## config.mk

```make
export PLATFORM = sky130hd
export DESIGN_NAME = timer_pulse_meter
export DESIGN_NICKNAME = d
export VERILOG_FILES = /design/src/rtl/timer_pulse_meter.sv
export SDC_FILE = /design/constraint.sdc
export NUM_CORES = 1
export LEC_CHECK = 0
export BUFFER_PORTS_ARGS = -buffer_cell sky130_fd_sc_hd__buf_2
export CAP_MARGIN = 40
export CORE_AREA = 2 2 79 81
export DETAILED_ROUTE_END_ITERATION = 8
export DIE_AREA = 0 0 81 83
export HOLD_SLACK_MARGIN = 0.06
export PLACE_DENSITY = 0.77
export SKIP_CTS_REPAIR_TIMING = 1
export SLEW_MARGIN = 20
export SYNTH_ARGS = -nofsm -noshare
export SYNTH_HDL_FRONTEND = slang
export SYNTH_SLANG_ARGS = --single-unit
```

## constraint.sdc

```tcl
create_clock -name clk -period 4.7 [get_ports clk]
set_clock_uncertainty 0.15 [all_clocks]
set_input_delay 0.47 -clock clk [delete_from_list [all_inputs] [get_ports clk]]
set_output_delay 0.47 -clock clk [all_outputs]
set_load 0.01 [all_outputs]
```

## src/rtl/timer_pulse_meter.sv

```systemverilog
// timer_pulse_meter: measures one high-time and one full period of the
// asynchronous 555 timer output in clk cycles. The results are held behind a
// valid/ack handshake and read out one byte at a time.
//
// Optional feature: define TIMER_PULSE_METER_TIMEOUT_EN to build a watchdog.
// The watchdog aborts a measurement that sees no timer edge for 2^CNT_W-1
// cycles.
//
// Parameters: CNT_W (8..16) counter width; SYNC_STAGES (>=2) synchronizer depth.
// Ports:
//   clk, rst_n  clock, asynchronous active-low reset
//   timer_in    raw 555 output (asynchronous)
//   start       arm a measurement (sampled only in IDLE)
//   ack         release held results (sampled only in DONE)
//   rd_sel      readout byte select: 0/1 high_cnt lo/hi, 2/3 period_cnt lo/hi
//   rd_data     selected result byte (combinational from result registers)
//   busy        measurement in progress
//   valid       results held
//   ovf         a counter saturated during this measurement
//   timeout     last measurement aborted by the watchdog (0 if not built)
module timer_pulse_meter #(
   parameter int unsigned CNT_W       = 16,
   parameter int unsigned SYNC_STAGES = 2
) (
   input  logic       clk,
   input  logic       rst_n,
   input  logic       timer_in,
   input  logic       start,
   input  logic       ack,
   input  logic [1:0] rd_sel,
   output logic [7:0] rd_data,
   output logic       busy,
   output logic       valid,
   output logic       ovf,
   output logic       timeout
);

   localparam logic [CNT_W-1:0] CNT_MAX = '1;

   typedef enum logic [2:0] {
      S_IDLE      = 3'd0,
      S_WAIT_RISE = 3'd1,
      S_MEAS_HIGH = 3'd2,
      S_MEAS_LOW  = 3'd3,
      S_DONE      = 3'd4
   } state_e;

   state_e                 state_q, state_d;
   logic [SYNC_STAGES-1:0] sync_q;
   logic                   prev_q;
   logic [CNT_W-1:0]       cnt_q, cnt_d;
   logic [CNT_W-1:0]       high_q, high_d;
   logic [CNT_W-1:0]       period_q, period_d;
   logic                   ovf_q, ovf_d;
   logic                   busy_q, busy_d;
   logic                   valid_q, valid_d;
   logic                   sync_c, rise_c, fall_c;
   logic                   sat_c;
   logic [CNT_W-1:0]       cnt_inc_c;
   logic [15:0]            high_ext_c, period_ext_c;

`ifdef TIMER_PULSE_METER_TIMEOUT_EN
   localparam logic [CNT_W-1:0] WD_LAST = CNT_MAX - CNT_W'(1);
   logic [CNT_W-1:0] wd_q, wd_d;
   logic             timeout_q, timeout_d;
`endif

   // Edge detection on the synchronized level; prev_q tracks it every cycle.
   assign sync_c    = sync_q[SYNC_STAGES-1];
   assign rise_c    = sync_c & ~prev_q;
   assign fall_c    = ~sync_c & prev_q;

   // Saturating increment of the shared measurement counter.
   assign sat_c     = (cnt_q == CNT_MAX);
   assign cnt_inc_c = sat_c ? cnt_q : cnt_q + CNT_W'(1);

   // Next-state and datapath logic.
   always_comb begin
      state_d  = state_q;
      cnt_d    = cnt_q;
      high_d   = high_q;
      period_d = period_q;
      ovf_d    = ovf_q;
`ifdef TIMER_PULSE_METER_TIMEOUT_EN
      wd_d      = wd_q;
      timeout_d = timeout_q;
`endif
      unique case (state_q)
         S_IDLE: begin
            if (start) begin
               state_d  = S_WAIT_RISE;
               high_d   = '0;
               period_d = '0;
               ovf_d    = 1'b0;
`ifdef TIMER_PULSE_METER_TIMEOUT_EN
               timeout_d = 1'b0;
`endif
            end
         end
         S_WAIT_RISE: begin
            // Counter starts at 1 so the capture equals the strobe distance.
            if (rise_c) begin
               cnt_d   = CNT_W'(1);
               state_d = S_MEAS_HIGH;
            end
         end
         S_MEAS_HIGH: begin
            cnt_d = cnt_inc_c;
            if (sat_c) ovf_d = 1'b1;
            if (fall_c) begin
               high_d  = cnt_q;
               state_d = S_MEAS_LOW;
            end
         end
         S_MEAS_LOW: begin
            if (rise_c) begin
               period_d = cnt_q;
               state_d  = S_DONE;
            end else begin
               cnt_d = cnt_inc_c;
               if (sat_c) ovf_d = 1'b1;
            end
         end
         S_DONE: begin
            if (ack) state_d = S_IDLE;
         end
         default: state_d = S_IDLE;
      endcase

`ifdef TIMER_PULSE_METER_TIMEOUT_EN
      // Watchdog: any edge restarts it; reaching the limit aborts to IDLE.
      if (state_q == S_IDLE) begin
         wd_d = '0;
      end else if (state_q != S_DONE) begin
         if (rise_c || fall_c) begin
            wd_d = '0;
         end else if (wd_q == WD_LAST) begin
            wd_d      = '0;
            state_d   = S_IDLE;
            timeout_d = 1'b1;
         end else begin
            wd_d = wd_q + CNT_W'(1);
         end
      end
`endif

      busy_d  = (state_d == S_WAIT_RISE) || (state_d == S_MEAS_HIGH) ||
                (state_d == S_MEAS_LOW);
      valid_d = (state_d == S_DONE);
   end

   // State, synchronizer and result registers.
   always_ff @(posedge clk or negedge rst_n) begin
      if (!rst_n) begin
         state_q  <= S_IDLE;
         sync_q   <= '0;
         prev_q   <= 1'b0;
         cnt_q    <= '0;
         high_q   <= '0;
         period_q <= '0;
         ovf_q    <= 1'b0;
         busy_q   <= 1'b0;
         valid_q  <= 1'b0;
`ifdef TIMER_PULSE_METER_TIMEOUT_EN
         wd_q      <= '0;
         timeout_q <= 1'b0;
`endif
      end else begin
         state_q  <= state_d;
         sync_q   <= {sync_q[SYNC_STAGES-2:0], timer_in};
         prev_q   <= sync_c;
         cnt_q    <= cnt_d;
         high_q   <= high_d;
         period_q <= period_d;
         ovf_q    <= ovf_d;
         busy_q   <= busy_d;
         valid_q  <= valid_d;
`ifdef TIMER_PULSE_METER_TIMEOUT_EN
         wd_q      <= wd_d;
         timeout_q <= timeout_d;
`endif
      end
   end

   // Byte readout of the zero-extended results.
   assign high_ext_c   = 16'(high_q);
   assign period_ext_c = 16'(period_q);

   always_comb begin
      rd_data = 8'h00;
      unique case (rd_sel)
         2'd0: rd_data = high_ext_c[7:0];
         2'd1: rd_data = high_ext_c[15:8];
         2'd2: rd_data = period_ext_c[7:0];
         2'd3: rd_data = period_ext_c[15:8];
         default: rd_data = 8'h00;
      endcase
   end

   assign busy  = busy_q;
   assign valid = valid_q;
   assign ovf   = ovf_q;
`ifdef TIMER_PULSE_METER_TIMEOUT_EN
   assign timeout = timeout_q;
`else
   assign timeout = 1'b0;
`endif

endmodule
```

== Word level (Yosys, flattened, before mapping) ==
Cells that the tools add are included.
W data, S select, Z words.

* Word-level logic and storage cells: 63
* Bits of input ports: 7
* Bits in registers: 57
* Output and inout port bits: 12

* Mux-type cells: 20
* Bitwise logic cells: 4
* Eq/ne operators: 17
* Reduce and logical (&&, ||, !) cells: 12
* Add/subtract/negate cells: 1

{| class="wikitable"
|+ Operators with widths
! operator !! number
|-
| $mux W16 || 6
|-
| $pmux W16 S2 || 2
|-
| $pmux W16 S3 || 1
|-
| $pmux W8 S4 || 1
|-
| $add A16 B1 Y16 const B || 1
|-
| $eq A16 B16 Y1 const B || 1
|-
| $mux W3 || 5
|-
| $pmux W3 S5 || 1
|-
| $eq A3 B2 Y1 const B || 4
|-
| $reduce_and A3 Y1 || 4
|-
| $ne A2 B2 Y1 const B || 5
|-
| $eq A3 B1 Y1 const B || 2
|-
| $eq A3 B3 Y1 const B || 2
|-
| $reduce_bool A3 Y1 || 2
|-
| $eq A2 B2 Y1 const B || 2
|-
| $reduce_bool A2 Y1 || 2
|-
| $logic_not A3 Y1 || 1
|-
| $mux W1 || 3
|-
| $pmux W1 S3 || 1
|-
| $and A1 B1 Y1 || 2
|-
| $eq A2 B1 Y1 const B || 1
|-
| $logic_not A2 Y1 || 1
|-
| $logic_or A1 B1 Y1 || 2
|-
| $not A1 Y1 || 2
|}

== Logic depth before layout (Yosys ltp) ==
* Depth after elaboration: 7
* Mapped depth: 7
* Gate-level depth less buffers: 6

== Least setup slack after synthesis ==
No wires, ideal clock.

* Path type: input port to output port
* From: input rd_sel[0]
* To: output rd_data[0]
* Stages: 2
* Arrival time: 1.258 ns
* Path buffers: 1
* Required time: 4.080 ns
* Path slack: 2.822 ns
* Cell sequence: buf_2 mux4_2

* Cells in the longest elaborated chain, start to end: 2
* Elaborated cells on any way between the ends: 5
* Classes of those cells: eq/ne: 3; mux: 1; reduce/logical: 1

{| class="wikitable"
|+ RTL lines
! what !! RTL line !! source
|-
| start: declaration || 30 || <nowiki>input logic [1:0] rd_sel,</nowiki>
|-
| $eq A2 B2 Y1, or another cell as far along || 191 || <nowiki>unique case (rd_sel)</nowiki>
|-
| $pmux W8 S4 (*) || 191 ||
|-
| end: declaration || 31 || <nowiki>output logic [7:0] rd_data,</nowiki>
|}

Mark *: on every way between the ends. The rest lies on a longest branch, timed or not.

== Worst setup path in the final report ==
* From: register state_q[2]
* To: register high_q[5], in the netlist high_ext_c[5]

* Cells in the longest elaborated chain, start to end: 3
* Elaborated cells on any way between the ends: 7
* Classes of those cells: eq/ne: 3; mux: 1; reduce/logical: 3

{| class="wikitable"
|+ RTL lines
! what !! RTL line !! source
|-
| start: declaration || 48 || <nowiki>state_e state_q, state_d;</nowiki>
|-
| start signal: assignment || 169 || <nowiki>state_q <= state_d;</nowiki>
|-
| $eq A3 B2 Y1 or $logic_not A3 Y1 (tied branches) || 88 || <nowiki>unique case (state_q)</nowiki>
|-
| $ne A2 B2 Y1 (no source line) or $reduce_bool A2 Y1 (tied branches) || n/a ||
|-
| $reduce_and A3 Y1 (no source line) || n/a ||
|-
| end signal: assignment || 173 || <nowiki>high_q <= high_d;</nowiki>
|-
| end: declaration || 52 || <nowiki>logic [CNT_W-1:0] high_q, high_d;</nowiki>
|}

Parallel ways exist; a longest one is shown, timed or not.
A chain may end at the register's enable or synchronous reset.

==> run summary <==
Initial DRC count -> 161
Max VDD drop -> 246 uV
Vias in the first global route -> 2,087
Drt pass-1 iters -> 4
DRC viols -> 0
Worst-margin pin slew -> 0.728 ns
Combinational share of power -> 0.302
CTS Root Cell -> clkbuf_8
Period minus WS final -> 2.08 ns
Worst hold margin -> 0.0940 ns
Routed WL -> 6100 um
Final hold viol count -> 0
Post-synth net total -> 288
GRT Total Usage -> 0.204
Run status -> finished, final reports clean
Congestion Overflow GR -> 0
HPWL after DPL -> 4200 um
Net Sw Frac -> 0.385
Vias per cell -> 5.76
Yosys reg bits -> 57
Num CTS Buffers -> 9
Placed cells -> 359
Register area -> 1430 um^2
I/O pin count -> 19
FP Rows -> 28
Setup_tns -> 0 ns
# fillers -> 524
Ant. Diodes -> 0
RSZ-0062 raised after global routing -> false
CP Class -> flip-flop to flip-flop
Clk pwr share -> 0.273
Via count -> 2,159
Cells after synthesis -> 280
Max Cap Viol -> 0
Drt wl/cell -> 16.3 um
Multi-input gate area -> 1290 um^2
First-pass GRT wire length -> 10,300 um
Clock transition at path regs -> 0.06 ns
Tcrit/Tclk final -> 0.443
Sequential-to-total area share from yosys stat -> 0.497
Final Setup Violations -> 0
Worst setup SP type -> flip-flop
Die Height -> 83 um
Most frequent cells in the layout -> 57 x dfrtp_1, 56 x nand2_1, 24 x nand3_1, 17 x buf_2, 16 x inv_1
Nets@finish -> 303
Synth unique cells -> 49
Clock tree sinks -> 57
CTS tree -> built
Largest net degree at the start of global routing -> 58
Ys Warns -> 0
Share of cells above drive strength 1 -> 0.230
Synthesized cell area -> 2870 um^2
Syn_area_per_cell -> 10.3 um^2
RD Place Congestion -> 0.872
Starting Density -> 0.494
Layout Utilization -> 0.540
Leak Pwr -> 1.43 nW
Max-slew headroom -> 0.515
Commonest non-fill, non-tap cell in the layout -> dfrtp_1
Area Overhead vs Synth -> 9.46%
Post-route ant nets -> 0
Die Footprint -> 6720 um^2
Chip Width -> 81 um
Psw -> 0.000566 W
Skew-Pair Late Insertion Delay -> 0.33 ns
Max Clock Freq -> 0.481 GHz
Worst Hold Class -> primary input to flip-flop
CP Data Required Time -> 4.77 ns
Initial antenna violation count -> 0
Part of the power in registers -> 0.425
Final Max Slew Viols -> 0
Longest Clk Path Bufs -> 2
Critical path peak fanout -> 18
Worst path arrival time -> 2.15 ns
Non-filler instance count after layout -> 375
Power per cell area -> 468 nW/um^2
CORE AREA -> 5820 um^2
Internal power -> 0.000905 W
Port bufs -> 17
Max H-tree Level -> 3
Worst setup EP type -> flip-flop
metal layers:
layer / global-route usage / part of all wire
met1: 0.280 / 0.46
met2: 0.304 / 0.46
met3: 0.0630 / 0.061
met4: 0.0724 / 0.013
met5: 0 / 0
power by group through the flow:
stage / registers, W / clock network, W / logic, W
floorplan: 0.000602 / 0 / 0.000385
global placement: 0.000627 / 0 / 0.000431
detailed placement: 0.000631 / 0 / 0.000441
CTS: 0.000623 / 0.000412 / 0.000443
global route: 0.000633 / 0.000442 / 0.000494
finish: 0.000624 / 0.000402 / 0.000445
flip-flops by register name, summed over array words and instances, names as in the netlist:
signal and cells:
high_ext_c 16, prev_q 1, ovf 1, period_ext_c 16
cnt_q 16, state_q 3, valid 1, busy 1
sync_q 2
final timing paths:
kind                                           start                            to  slack (ns)  cells past startpoint
worst max-delay path            state_q[2]$_DFF_PN0_     high_ext_c[5]$_DFFE_PN0P_        2.62                      5
worst min-delay path                        timer_in           sync_q[0]$_DFF_PN0_        0.09                      1
worst max register to register  state_q[2]$_DFF_PN0_     high_ext_c[5]$_DFFE_PN0P_        2.62                      5
worst min register to register   sync_q[0]$_DFF_PN0_           sync_q[1]$_DFF_PN0_        0.20                      0
max in group asynchronous                      rst_n  period_ext_c[12]$_DFFE_PN0P_        3.78                      2
min in group asynchronous                      rst_n  period_ext_c[11]$_DFFE_PN0P_        0.13                      2
final cells by class:
class / instances / area share
clock buffer: 13 / 0.0506
inverter: 16 / 0.0191
sequential: 57 / 0.454
timing repair buffer: 19 / 0.0319
multi-input combinational: 192 / 0.410
tap: 75 / 0.0299
clock inverter: 3 / 0.00478
worst max-delay path, cell delays in order, from the launching register on:
cell	delay, ns
dfrtp_1	0.46
nand2b_4	0.26
nor2_2	0.55
a21oi_2	0.34
nand2_1	0.15
nand2_1	0.06
kinds of logic after synthesis:
family | share of synthesized area
adder cells (fa/ha/maj) | 0.00436
multiplexers | 0.0741
other | 0.00131
AND/OR/NAND/NOR | 0.209
flip-flops | 0.497
buffers and inverters | 0.0545
AO/OA/AOI/OAI | 0.160
cells in the mapped netlist (all sizes together):
cell	count	area [um^2]
o21a	1	7.51
nor2	8	50.0
a21oi	10	57.6
mux4	8	180
o31ai	14	165
o311ai	1	8.76
conb	1	3.75
inv	16	60.1
nor3	2	10.0
dfrtp	57	1430
nor4	1	6.26
buf	14	92.6
or3b	1	11.3
nand2b	1	13.8
or4b	1	10.0
mux2i	2	32.5
a221o	1	10.0
clkbuf	1	3.75
nor2b	1	6.26
and2	1	6.26
o21bai	1	7.51
or2	2	12.5
and3b	3	30.0
nand3b	2	15.0
a41oi	2	17.5
nand3	25	130
nand4	5	31.3
a21o	1	15.0
a31oi	8	50.1
and3	5	31.3
ha	1	12.5
or3	2	12.5
nand2	57	216
o21ai	23	119
and2b	1	7.51
metrics by stage:
step / instance area (um^2) / total power, W / setup slack (ns)
after floorplan: 2870 / 0.000987 / 2.82
after global placement: 2970 / 0.00106 / 2.64
after detailed placement: 2970 / 0.00107 / 2.60
after CTS: 3140 / 0.00148 / 2.60
after global routing: 3140 / 0.00157 / 2.40
final: 3140 / 0.00147 / 2.62
No activity file was read; power rests on OpenSTA's default activity.
